File: src/rtl/radix4_booth_pkg.sv
// Shared types for the radix-4 Booth sequencing controller.
// FSM state encoding and the shift-count helper.
package radix4_booth_pkg;

    typedef enum logic [2:0] {
        IDLE,
        LOAD,
        RUN,
        CAPT,
        RESP
    } booth_seq_state_e;

    function automatic int num_shifts(input int width);
        return width / 2;
    endfunction

endpackage

File: src/rtl/radix4_booth_seq_ctrl.sv
// Sequencing controller in front of the radix-4 Booth datapath.
// Define RADIX4_BOOTH_SEQ_RESULT_REG_EN to register the product (adds a CAPT cycle).
module radix4_booth_seq_ctrl
    import radix4_booth_pkg::*;
#(
    parameter int WIDTH       = 8,
    parameter bit CHECK_PARAM = 1
) (
    input  logic                 clk,
    input  logic                 rst_n,
    input  logic                 clr,
    input  logic                 in_valid,
    output logic                 in_ready,
    input  logic [WIDTH-1:0]     in_a,
    input  logic [WIDTH-1:0]     in_b,
    output logic                 out_valid,
    input  logic                 out_ready,
    output logic [2*WIDTH-1:0]   out_prod,
    output logic                 busy,
    output logic                 dp_start,
    output logic                 dp_en,
    output logic                 dp_rst_cntr_n,
    output logic [WIDTH-1:0]     dp_multiplier,
    output logic [WIDTH-1:0]     dp_multiplicand,
    input  logic                 dp_done,
    input  logic [2*WIDTH-1:0]   dp_result
);

    localparam int N  = num_shifts(WIDTH);
    localparam int CW = $clog2(N) + 1;

    generate
        if (CHECK_PARAM && ((WIDTH % 2) != 0 || WIDTH < 4)) begin : g_bad_width
            $fatal(1, "radix4_booth_seq_ctrl: WIDTH must be even and >= 4");
        end
    endgenerate

    booth_seq_state_e state;
    logic [CW-1:0]    run_cnt;
    logic             accept;
    logic             run_last;

    assign in_ready = !clr && (state == IDLE || (state == RESP && out_ready));
    assign accept   = in_valid && in_ready;
    assign run_last = (run_cnt == CW'(N - 1));

    always_ff @(posedge clk or negedge rst_n) begin
        if (!rst_n) begin
            state           <= IDLE;
            run_cnt         <= '0;
            out_valid       <= 1'b0;
            busy            <= 1'b0;
            dp_start        <= 1'b0;
            dp_en           <= 1'b0;
            dp_rst_cntr_n   <= 1'b0;
            dp_multiplier   <= '0;
            dp_multiplicand <= '0;
        end else if (clr) begin
            state         <= IDLE;
            run_cnt       <= '0;
            out_valid     <= 1'b0;
            busy          <= 1'b0;
            dp_start      <= 1'b0;
            dp_en         <= 1'b0;
            dp_rst_cntr_n <= 1'b0;
        end else begin
            if (accept) begin
                dp_multiplier   <= in_a;
                dp_multiplicand <= in_b;
            end
            unique case (state)
                IDLE: begin
                    if (accept) begin
                        state    <= LOAD;
                        dp_start <= 1'b1;
                        busy     <= 1'b1;
                    end
                end
                LOAD: begin
                    state         <= RUN;
                    run_cnt       <= '0;
                    dp_start      <= 1'b0;
                    dp_en         <= 1'b1;
                    dp_rst_cntr_n <= 1'b1;
                end
                RUN: begin
                    run_cnt <= run_cnt + 1'b1;
                    // Leave on done, or on the budget so a stuck datapath cannot hang us
                    if (dp_done || run_last) begin
                        dp_en         <= 1'b0;
                        dp_rst_cntr_n <= 1'b0;
`ifdef RADIX4_BOOTH_SEQ_RESULT_REG_EN
                        state <= CAPT;
`else
                        state     <= RESP;
                        out_valid <= 1'b1;
`endif
                    end
                end
                CAPT: begin
                    state     <= RESP;
                    out_valid <= 1'b1;
                end
                RESP: begin
                    if (out_ready) begin
                        out_valid <= 1'b0;
                        if (accept) begin
                            state    <= LOAD;
                            dp_start <= 1'b1;
                        end else begin
                            state <= IDLE;
                            busy  <= 1'b0;
                        end
                    end
                end
                default: state <= IDLE;
            endcase
        end
    end

`ifdef RADIX4_BOOTH_SEQ_RESULT_REG_EN
    logic [2*WIDTH-1:0] out_prod_q;

    always_ff @(posedge clk or negedge rst_n) begin
        if (!rst_n) begin
            out_prod_q <= '0;
        end else if (!clr && state == CAPT) begin
            out_prod_q <= dp_result;
        end
    end

    assign out_prod = out_prod_q;
`else
    assign out_prod = out_valid ? dp_result : '0;
`endif

    always @(posedge clk) begin
        if (rst_n && !clr && state == RUN && run_last) begin
            assert (dp_done);
        end
    end

endmodule

File: config.mk
export PLATFORM = sky130hd
export DESIGN_NAME = radix4_booth_seq_ctrl
export DESIGN_NICKNAME = d
export VERILOG_FILES = /design/src/rtl/radix4_booth_pkg.sv /design/src/rtl/radix4_booth_seq_ctrl.sv
export SDC_FILE = /design/constraint.sdc
export NUM_CORES = 1
export LEC_CHECK = 0
export ABC_AREA = 1
export ABC_CLOCK_PERIOD_IN_PS = 1600
export CAP_MARGIN = 10
export CELL_PAD_IN_SITES_DETAIL_PLACEMENT = 1
export CELL_PAD_IN_SITES_GLOBAL_PLACEMENT = 1
export CORE_ASPECT_RATIO = 0.8
export CORE_UTILIZATION = 25
export DETAILED_ROUTE_END_ITERATION = 10
export PLACE_DENSITY_LB_ADDON = 0.1
export RECOVER_POWER = 25
export SYNTH_ARGS = -nofsm -noshare
export SYNTH_HDL_FRONTEND = slang
export SYNTH_SLANG_ARGS = --single-unit
File: constraint.sdc
create_clock -name clk -period 1.6 [get_ports clk]
set_clock_uncertainty 0.15 [all_clocks]
set_input_delay 0.32 -clock clk [delete_from_list [all_inputs] [get_ports clk]]
set_output_delay 0.32 -clock clk [all_outputs]
set_load 0.05 [all_outputs]
==> metrics.md <==
| Metric | Value |
|---|---|
| Status | complete, but fails checks |
| Failing checks | negative setup slack |
| Vias in the first global route | ~1400 |
| Critical Path Fanout Max | 6 |
| Clk slew on worst S/H paths | approximately 0.09 ns |
| Layout Area Growth over Synthesis | 119% |
| Distinct cells, synth | 20 |
| Cts hold-fix bufs | 0 |
| Gate Count Post-Synth | 167 |
| Clock latency at the later pin of the worst-skew pair | approximately 0.27 ns |
| Initial DRC Count | 34 |
| Worst Setup Path Type | register to output pin |
| # Max-Cap Violations | 0 |
| Final Slew Violations | 0 |
| Final nets | around 300 |
| Sequential fraction of the synthesis area | just over 50% |
| Maximum buffer depth of the clock tree | 2 |
| Tmin final | 1.72 ns |
| CP endpoint kind | output pin |
| Total GRT Usage | between 10% and 20% |
| Max IR drop VDD | ~0.00085 V |
| Post-Place Setup Slack | -0.178 ns |
| DPL Wire Length | 3170 µm |
| Setup tns final | -1.56 ns |
| Pin count of the biggest net entering global routing | 27 |
| Final period util | 108% |
| Initial antenna violation count | 0 |
| Via/cell ratio | 4.27 |
| Final Power | between 3 and 4 mW |
| Port bufs | 75 |
| Avg Synthesized Cell Area | 7.69 µm² |
| Share of cells above drive strength 1 | around 43% |
| Commonest cells after routing, fill and taps aside | nand2_1 (57), buf_12 (39), clkdlybuf4s50_1 (36), nand2_2 (26), dfrtp_1 (24) |
| Worst-Margin Slew | 0.670 ns |
| Peak Freq | 0.580 GHz |
| CP Data Arrival Time | about 1.3 ns |
| First-pass GRT wire length | 6560 µm |
| Detailed Routing Iterations Pass 1 | 4 |
| Routed len/inst | about 14 µm |
| DRC violations left | 0 |
| Rows | 22 |
| Num CTS Buffers | 3 |
| Number of synthesized register bits | 26 |
| CP required | 1.13 ns |
| Pleak | between 1 and 1.5 nW |
| Routed WL | ~4400 µm |
| Yosys warnings | 0 |
| Clock root cell | clkbuf_8 |
| Die height | about 66 µm |
| Hold crit path type | register to register |
| Max-slew headroom | between 50% and 60% |
| Worst Setup Slack, final | -0.123 ns |
| # fillers | between 500 and 600 |
| TritonCTS clock tree | yes |
| H-tree Lvls | 1 |
| Clk sinks | 26 |
| Commonest non-fill, non-tap cell in the layout | nand2_1 |
| Final setup violation count | 18 |
| Grt total ovfl | 0 |
| Setup repair after global routing missed its margin | true |
| Syn_nets | ~210 |
| Initial Utilization | between 20% and 30% |
| Core Area | 4760 µm² |
| PwrDens | approximately 1200 nW/µm² |
| Post-layout util | 59.0% |
| Number of diodes | 0 |
| Via Count | roughly 1300 |
| ANT nets after route | 0 |
| Die Wd | slightly above 80 µm |
| Gpl congestion | 0.781 |
| Die footprint | 5430 µm² |
| Hold Vio Cnt, Final | 0 |
| Total I/O pin count | 76 |
| Post-Syn Area | approximately 1300 µm² |
| Crit start category | register |
-- area by class of cell --
cell class | count | area, µm² | area share, %
flip-flops and latches | 26 | 656 | 23.4
multi-input cells | 111 | 594 | 21.2
inverters | 25 | 144 | 5.12
well taps | 60 | 75.1 | 2.67
repair buffers | 90 | 1290 | 46.1
clock buffers | 4 | 45.0 | 1.60
-- Yosys cell counts, drive strengths merged --
| library cell | number | area share (%) |
|---|---|---|
| nand2 | 88 | 27 |
| nand4 | 2 | 0.97 |
| buf | 3 | 2.7 |
| dfrtp | 26 | 51 |
| ha | 2 | 1.9 |
| nand3 | 7 | 2.7 |
| inv | 25 | 7.7 |
| clkbuf | 2 | 0.58 |
| o21ai | 1 | 0.39 |
| nor2 | 8 | 3.7 |
| nor3 | 1 | 0.39 |
| o22ai | 1 | 0.49 |
| or2 | 1 | 0.49 |
-- per-stage QoR --
step,cells,area [µm²],hold WS [ns]
after CTS,311,2690,0.243
final,316,2810,0.337
after detailed placement,303,2580,0.322
after global placement,303,2580,0.320
after global routing,316,2810,0.385
after floorplan,167,1380,-0.126
-- logic make-up after synthesis --
| family | count (synthesis) | share of synthesized area [%] |
|---|---|---|
| compound gates | 2 | 0.876 |
| buf+inv | 30 | 11.0 |
| flops | 26 | 50.6 |
| simple gates | 107 | 35.5 |
| fa+ha+maj | 2 | 1.95 |
-- flip-flops by register name, summed over array words and instances, names as in the netlist --
| name | count |
|---|---|
| run_cnt | 3 |
| dp_start | 1 |
| busy | 1 |
| dp_rst_cntr_n | 1 |
| dp_multiplier | 8 |
| dp_multiplicand | 8 |
| state | 3 |
| out_valid | 1 |
-- critical path, cell delays in order, from the launching register on --
cell and delay [ns]:
dfrtp_4 0.51, buf_8 0.15, nand2_2 0.08, clkinvlp_4 0.10, buf_12 0.15
-- what timing repair did --
action / 4_1_cts / 5_1_grt
setup endpoints to repair: 18 / 39
setup buffers: 4 / 4
gates resized for setup: 12 / 23
pin swaps: 1 / 11
gates cloned: 0 / 1
-- worst paths after layout --
kind	cells past startpoint	startpoint	slack, ns	endpoint
max in group asynchronous	2	rst_n	0.33	out_valid
max	4	out_valid	-0.12	out_prod[12]
min in group asynchronous	2	rst_n	0.47	dp_multiplicand[1]
min reg2reg	2	run_cnt[1]	0.34	run_cnt[1]
min	2	run_cnt[1]	0.34	run_cnt[1]
max reg2reg	8	state[0]	0.03	dp_multiplicand[1]
-- where the power goes --
group / internal [mW] / switching, mW / leakage [nW] / total (mW)
Sequential: 0.786 / 0.169 / 0.329 / 0.955
Clock: 0.178 / 0.202 / 0.0228 / 0.380
Combinational: 0.972 / 1.06 / 0.992 / 2.03
-- metal layers --
metal / wire length [µm] / track usage, % / up-vias / share of wire [%]
li1: - / - / 668 / -
met1: 1910 / 22.2 / 638 / 44
met4: 11 / 2.63 / 0 / 0.25
met2: 2220 / 24.7 / 40 / 51
met5: 0 / 0 / - / 0
met3: 236 / 4.69 / 2 / 5.4
Power figures use the tool's default switching activity.
